<file path="config.mk">
export PLATFORM = sky130hd
export DESIGN_NAME = alu_issue_stage
export DESIGN_NICKNAME = d
export VERILOG_FILES = /design/src/rtl/alu_issue_stage.sv
export SDC_FILE = /design/constraint.sdc
export NUM_CORES = 1
export LEC_CHECK = 0
export BUFFER_PORTS_ARGS = -buffer_cell sky130_fd_sc_hd__buf_2
export CAP_MARGIN = 20
export CORE_MARGIN = 4
export CORE_UTILIZATION = 46
export CTS_CLUSTER_SIZE = 14
export DETAILED_ROUTE_END_ITERATION = 10
export MAX_ROUTING_LAYER = met4
export PLACE_DENSITY = 0.83
export SLEW_MARGIN = 20
export SYNTH_ARGS = -nofsm -noshare
export SYNTH_HDL_FRONTEND = slang
export SYNTH_SLANG_ARGS = --single-unit
</file>
<file path="constraint.sdc">
create_clock -name clk -period 5.55 [get_ports clk]
set_clock_uncertainty 0.15 [all_clocks]
set_input_delay 1.665 -clock clk [delete_from_list [all_inputs] [get_ports clk]]
set_output_delay 1.665 -clock clk [all_outputs]
set_load 0.01 [all_outputs]
</file>
<file path="src/rtl/alu_issue_stage.sv">
// alu_issue_stage: execute-stage front end for the combinational RV32I ALU.
// Decodes funct3/funct7b5 into the ALU's 3-bit op, conditions the operands
// (shift-amount masking, sign flip for signed compare), holds the
// instruction in an E register that drives the ALU, and captures the ALU
// result in a W register toward writeback. Both stages use valid/ready
// handshakes so a full pipeline sustains one instruction per cycle.
`timescale 1ns/1ps

module alu_issue_stage #(
    parameter int XLEN = 32
) (
    input  logic            clk,
    input  logic            reset,
    input  logic            flush,
    input  logic            decValid,
    output logic            decReady,
    input  logic [2:0]      funct3,
    input  logic            funct7b5,
    input  logic            isImm,
    input  logic [XLEN-1:0] rs1Value,
    input  logic [XLEN-1:0] rs2Value,
    input  logic [XLEN-1:0] immValue,
    input  logic [4:0]      rd,
    output logic [XLEN-1:0] aluOperand1,
    output logic [XLEN-1:0] aluOperand2,
    output logic [2:0]      aluOp,
    input  logic [XLEN-1:0] aluResult,
    output logic            wbValid,
    input  logic            wbReady,
    output logic [XLEN-1:0] wbResult,
    output logic [4:0]      wbRd,
    output logic            wbIllegal
);

    // Encoding understood by the downstream ALU.
    typedef enum logic [2:0] {
        OP_ADD = 3'b000,
        OP_SUB = 3'b001,
        OP_AND = 3'b010,
        OP_OR  = 3'b011,
        OP_XOR = 3'b100,
        OP_SLL = 3'b101,
        OP_SRL = 3'b110,
        OP_SLT = 3'b111
    } aluOpE;

    logic            eValid;
    aluOpE           eOp;
    logic [XLEN-1:0] eOperand1;
    logic [XLEN-1:0] eOperand2;
    logic [4:0]      eRd;
    logic            eIllegal;
    logic            wValid;

    aluOpE           dOp;
    logic [XLEN-1:0] dOperand1;
    logic [XLEN-1:0] dOperand2;
    logic            dIllegal;
    logic [XLEN-1:0] src2;
    logic            b5Counts;

    logic            wMove;
    logic            accept;
    logic            forward;

    // W can take a new result when empty or when its current one leaves;
    // E can take a new instruction when empty or when it can advance into W.
    assign wMove    = !wValid || wbReady;
    assign decReady = !eValid || wMove;
    assign accept   = decValid && decReady;
    assign forward  = eValid && wMove;

    assign aluOp       = eOp;
    assign aluOperand1 = eOperand1;
    assign aluOperand2 = eOperand2;
    assign wbValid     = wValid;

    // Decode funct3/funct7b5 into an ALU op and condition the operands so the
    // ALU's single unsigned compare and logical shifts cover the RV32I set.
    always_comb begin
        src2      = isImm ? immValue : rs2Value;
        b5Counts  = !isImm || (funct3 == 3'b001) || (funct3 == 3'b101);
        dIllegal  = b5Counts && funct7b5 && !((funct3 == 3'b000) && !isImm);
        dOperand1 = rs1Value;
        dOperand2 = src2;
        dOp       = OP_ADD;
        case (funct3)
            3'b000: dOp = (!isImm && funct7b5) ? OP_SUB : OP_ADD;
            3'b001: begin
                dOp       = OP_SLL;
                dOperand2 = {{(XLEN-5){1'b0}}, src2[4:0]};
            end
            3'b010: begin
                // Flipping the sign bits turns an unsigned compare into a signed one.
                dOp       = OP_SLT;
                dOperand1 = {~rs1Value[XLEN-1], rs1Value[XLEN-2:0]};
                dOperand2 = {~src2[XLEN-1], src2[XLEN-2:0]};
            end
            3'b011: dOp = OP_SLT;
            3'b100: dOp = OP_XOR;
            3'b101: begin
                dOp       = OP_SRL;
                dOperand2 = {{(XLEN-5){1'b0}}, src2[4:0]};
            end
            3'b110: dOp = OP_OR;
            3'b111: dOp = OP_AND;
            default: dOp = OP_ADD;
        endcase
    end

    // E register: loads accepted instructions, empties when forwarded to W,
    // and is killed by flush even if an instruction was accepted this cycle.
    always_ff @(posedge clk or posedge reset) begin
        if (reset) begin
            eValid    <= 1'b0;
            eOp       <= OP_ADD;
            eOperand1 <= '0;
            eOperand2 <= '0;
            eRd       <= '0;
            eIllegal  <= 1'b0;
        end else begin
            if (flush) begin
                eValid <= 1'b0;
            end else if (accept) begin
                eValid <= 1'b1;
            end else if (forward) begin
                eValid <= 1'b0;
            end
            if (accept && !flush) begin
                eOp       <= dOp;
                eOperand1 <= dOperand1;
                eOperand2 <= dOperand2;
                eRd       <= rd;
                eIllegal  <= dIllegal;
            end
        end
    end

    // W register: captures the ALU result (zeroed for illegal instructions)
    // and holds it until writeback takes it.
    always_ff @(posedge clk or posedge reset) begin
        if (reset) begin
            wValid    <= 1'b0;
            wbResult  <= '0;
            wbRd      <= '0;
            wbIllegal <= 1'b0;
        end else begin
            if (flush) begin
                wValid <= 1'b0;
            end else if (forward) begin
                wValid <= 1'b1;
            end else if (wbReady) begin
                wValid <= 1'b0;
            end
            if (forward && !flush) begin
                wbResult  <= eIllegal ? '0 : aluResult;
                wbRd      <= eRd;
                wbIllegal <= eIllegal;
            end
        end
    end

endmodule
</file>
* Word level (Yosys, flattened, before mapping)
Index checks and enable logic that the tools add are counted.
** Cells by class
- Mux-type cells :: 12
- Reduce and logical (&&, ||, !) cells :: 22
- Multiply operators :: 0
- Div/mod/pow operators :: 0
- Bitwise gates (word level) :: 2
- Equal/unequal tests :: 7
- Shifts and indexed selects :: 0
- Order comparisons :: 0
- Add/sub/neg operators :: 0
** Operators with widths (count)
- 32-bit 2-to-1 mux :: 3
- 32-bit case mux with 2 select lines :: 1
- 3-bit case mux with 7 select lines :: 1
- 3-bit == test, second input constant :: 4
- 1-bit logical AND :: 8
- 1-bit 2-to-1 mux :: 7
- 3-bit by 2-bit == test with 1-bit output, second input constant :: 2
- 3-bit nonzero test :: 2
- 1-bit zero test :: 5
- 1-bit logical OR :: 4
- 2-bit OR reduction :: 2
- 3-bit by 1-bit == test with 1-bit output, second input constant :: 1
- 3-bit zero test :: 1
- 1-bit inverter :: 2
** Storage, ports and cells
- Logic and storage cells :: 53
- Flip-flop bits (word level) :: 113
- Memory bits (read-only) :: 0
- Output and inout port bits :: 107
- Memories kept :: 0
- Memory bits (writable) :: 0
- Input port bits :: 143
- Latch bits :: 0

* Logic depth before layout (Yosys ltp)
- Word-level depth :: 6
- Gate-level depth with buffers :: 6
- Mapped depth without buffers :: 3

* Worst setup path before layout
No wires, ideal clock.
- Kind :: input to output
- From :: input wbReady
- To :: output decReady
- Arrival :: 1.942 ns
- Required time :: 3.735 ns
- Path buffers :: 0
- Cell stages on the path :: 1
- Setup slack :: 1.793 ns
- Cell sequence :: nand3b_1
** On the way
- Word-level cells in the longest chain between the ends :: 2
** Ends and longest elaborated chain
- start: declaration :: RTL line 29 : input logic wbReady,
- 1-bit logical OR :: RTL line 68 : assign wMove = !wValid || wbReady;
- 1-bit logical OR :: RTL line 69 : assign decReady = !eValid || wMove;
- end: declaration :: RTL line 16 : output logic decReady,
No other way between the ends.

* Worst setup path after layout
Same ends and word-level chain as after synthesis.

==> results_dict.tcl <==
set metrics [dict create \
    status "complete, no violations" \
    r2r-start "wbValid$_DFFE_PP0P_" \
    use_met1 0.2428 \
    synth_compound_area_frac 0.02334 \
    drc 0 \
    postCtsHoldBufs 0 \
    gr-usage-met2 0.3258 \
    synth_area_um2 5039 \
    rsz0062_at_grt "no" \
    multi_input_area_um2 2052 \
    viasPerCell 4.975 \
    wl_per_cell_um 15.83 \
    cts_buffer_depth 2 \
    start_util 0.4795 \
    crit_slowest_cell "nand3b_1" \
    r2r_cells 4 \
    finalSetupTns_ns 0 \
    vias 3816 \
    synth-edff-count 0 \
    cts_made_buffers 17 \
    slew-limit-headroom 0.3948 \
    yosys-top-cells-area "dfrtp_1, mux2_2, mux2i_1" \
    grt_pass1_vias 4070 \
    yosys-top-cells-count "dfrtp_1, mux2_2, nor2b_1" \
    die-area_um2 12690 \
    yosys.cell_count.top_type "dfrtp_1" \
    r2r_end "wbResult[9]$_DFFE_PP0P_" \
    ioPinCount 250 \
    synth_cells 367 \
    finalWorstSetupSlack_ns 1.386 \
    cts.sinks 113 \
    setup_viol 0 \
    powerDensity_nw_per_um2 398.9 \
    synth_ff_type "dfrtp_1" \
    place_area_um2 6346 \
    p_total_mw 2.794 \
    fin_crit_sh 0.7503 \
    crit_fanout 7 \
    final-hold-violation-count 0 \
    synth-xor-area-share 0.001738 \
    crit_type "in2out" \
    drive_gt1_frac 0.6307 \
    cp-start-kind "input port" \
    synth_nets 510 \
    syn_avg_cell_area_um2 13.73 \
    min_path_type "reg2reg" \
    diodes 0 \
    antenna_found_initial 0 \
    ctsResizeCount 0 \
    drt_pass1_iterations 4 \
    die_x_um 112.7 \
    grt.total_usage 0.2025 \
    seq_area_frac_synth 0.5612 \
    grt_start_max_net_pins 55 \
    nFillCells 777 \
    maxSlewViolCount 0 \
    hpwl_um 9068 \
    whs_ns 0.3368 \
    busiest_layer "met2" \
    core_um2 10510 \
    synthSimpleGateAreaFrac 0.07773 \
    cp.arrival_ns 2.35 \
    max_cap_violations 0 \
    rows 37 \
    final_nets 761 \
    synth_top_family_by_area "multiplexers" \
    worstPathRequired_ns 3.73 \
    ys_seq_elements 113 \
    stdcell_area_um2 7005 \
    yosysTopAreaCell "dfrtp_1" \
    clk_latency_ns 0.49 \
    cp_common_cell "buf_2" \
    h-tree-depth 4 \
    layout.area.seq_um2 2829 \
    slowest_delay_ns 0.33 \
    synth-adder-area-share 0 \
    crit_path_end "decReady" \
    end_kind "output port" \
    antenna_left 0 \
    wl_um 12140 \
    gp_congestion 0.8464 \
    yosysTopAreaCellShare 0.5612 \
    grt_pass1_wl_um 19970 \
    path_clk_slew_ns 0.05 \
    cts_tree "yes" \
    drt-initial-drc-count 206 \
    die_h_um 112.7 \
    worstMarginPinSlew_ns 0.9079 \
    synthArstFlopShare 1.000 \
    port_buffers 249 \
    yosysWarnings 0 \
    total_leakage_power_nw 3.538 \
    reg2reg_slack_ns 3.61 \
    pre_cts_ws_ns 1.406 \
    muxShareOfSynthArea 0.3017 \
    finalCriticalPeriod_ns 4.164 \
    cts_root_buffer "clkbuf_8" \
    grtUsageMet3 0.05337 \
    worstPathCellList "buf_2, nand3b_1, buf_2" \
    fmax_ghz 0.2401 \
    crit_start "wbReady" \
    vdd_drop_max_mv 0.2104 \
    synthDistinctLibCells 28 \
    grt_overflow 0 \
    cts_setup_buffers 0 \
    area_delta_synth_final_pct 39.04 \
]
[worst min-delay path by stage]
stage                                       start                       to  slack (ns)  depth (start not counted)
after floorplan                eRd[0]$_DFFE_PP0P_       eRd[0]$_DFFE_PP0P_        0.30                          1
after global placement         eRd[1]$_DFFE_PP0P_       eRd[1]$_DFFE_PP0P_        0.31                          1
after detailed placement       eRd[3]$_DFFE_PP0P_       eRd[3]$_DFFE_PP0P_        0.33                          1
after CTS                      eRd[3]$_DFFE_PP0P_       eRd[3]$_DFFE_PP0P_        0.34                          1
after global routing      wbResult[2]$_DFFE_PP0P_  wbResult[2]$_DFFE_PP0P_        0.36                          1
final                          eRd[3]$_DFFE_PP0P_       eRd[3]$_DFFE_PP0P_        0.34                          1
[state kept, by name, summed over array words and instances, names as in the netlist]
| name | cells |
|---|---|
| aluOperand1 | 32 |
| aluOperand2 | 32 |
| wbResult | 32 |
| eRd | 5 |
| wbRd | 5 |
| aluOp | 3 |
| eIllegal | 1 |
| eValid | 1 |
| wbIllegal | 1 |
| wbValid | 1 |
[power breakdown]
group	internal, mW	leakage (nW)	total [mW]	switching (mW)
clock network	0.821	0.318	1.18	0.359
logic	0.287	1.86	0.546	0.258
registers	0.982	1.36	1.07	0.0864
total	2.09	3.54	2.79	0.703
[placed cells by master, fill, tap and decap left out, types with 3 or more instances in the layout]
master | Yosys | routed
buf_2 | 9 | 249
clkbuf_16 | 0 | 16
clkbuf_8 | 0 | 5
nor2b_1 | 35 | 34
bufinv_16 | 0 | 5
inv_1 | 4 | 3
dfrtp_1 | 113 | 112
nor2_1 | 28 | 28
mux2_1 | 4 | 4
a21oi_1 | 7 | 7
mux2_2 | 107 | 107
buf_4 | 3 | 5
mux2i_1 | 27 | 27
[final cells by class]
cell class,instances,area share
flip-flops and latches,113,0.4038
clock buffers,23,0.06805
well taps,136,0.02429
repair buffers,254,0.1832
clock inverters,9,0.02518
multi-input cells,228,0.2929
inverters,4,0.002500
[worst max-delay path, delay by kind of cell]
family	cells	cell delay, ns
buffers and inverters	2	0.35
AND/OR/NAND/NOR	1	0.33
[routing by layer]
layer | part of all wire | wire [um] | vias to the layer above
met5 | 0 | 0 | -
met4 | 0.021 | 260 | 0
met3 | 0.077 | 941 | 24
met2 | 0.49 | 5988 | 192
met1 | 0.41 | 4954 | 1827
li1 | - | - | 1773
[cells by family (layout without fill, tap and decap cells)]
family	Yosys count	count (layout)
compound gates	17	17
simple gates	72	72
flops	113	113
buf+inv	26	290
mux	138	138
xor+xnor	1	1
[through the flow]
stage / cells / util
3_3_place_gp: 735 / 0.6039
2_1_floorplan: 367 / -
5_1_grt: 767 / 0.6666
3_5_place_dp: 735 / 0.6039
4_1_cts: 767 / 0.6660
6_report: 767 / 0.6666
Power figures use the tool's default switching activity.
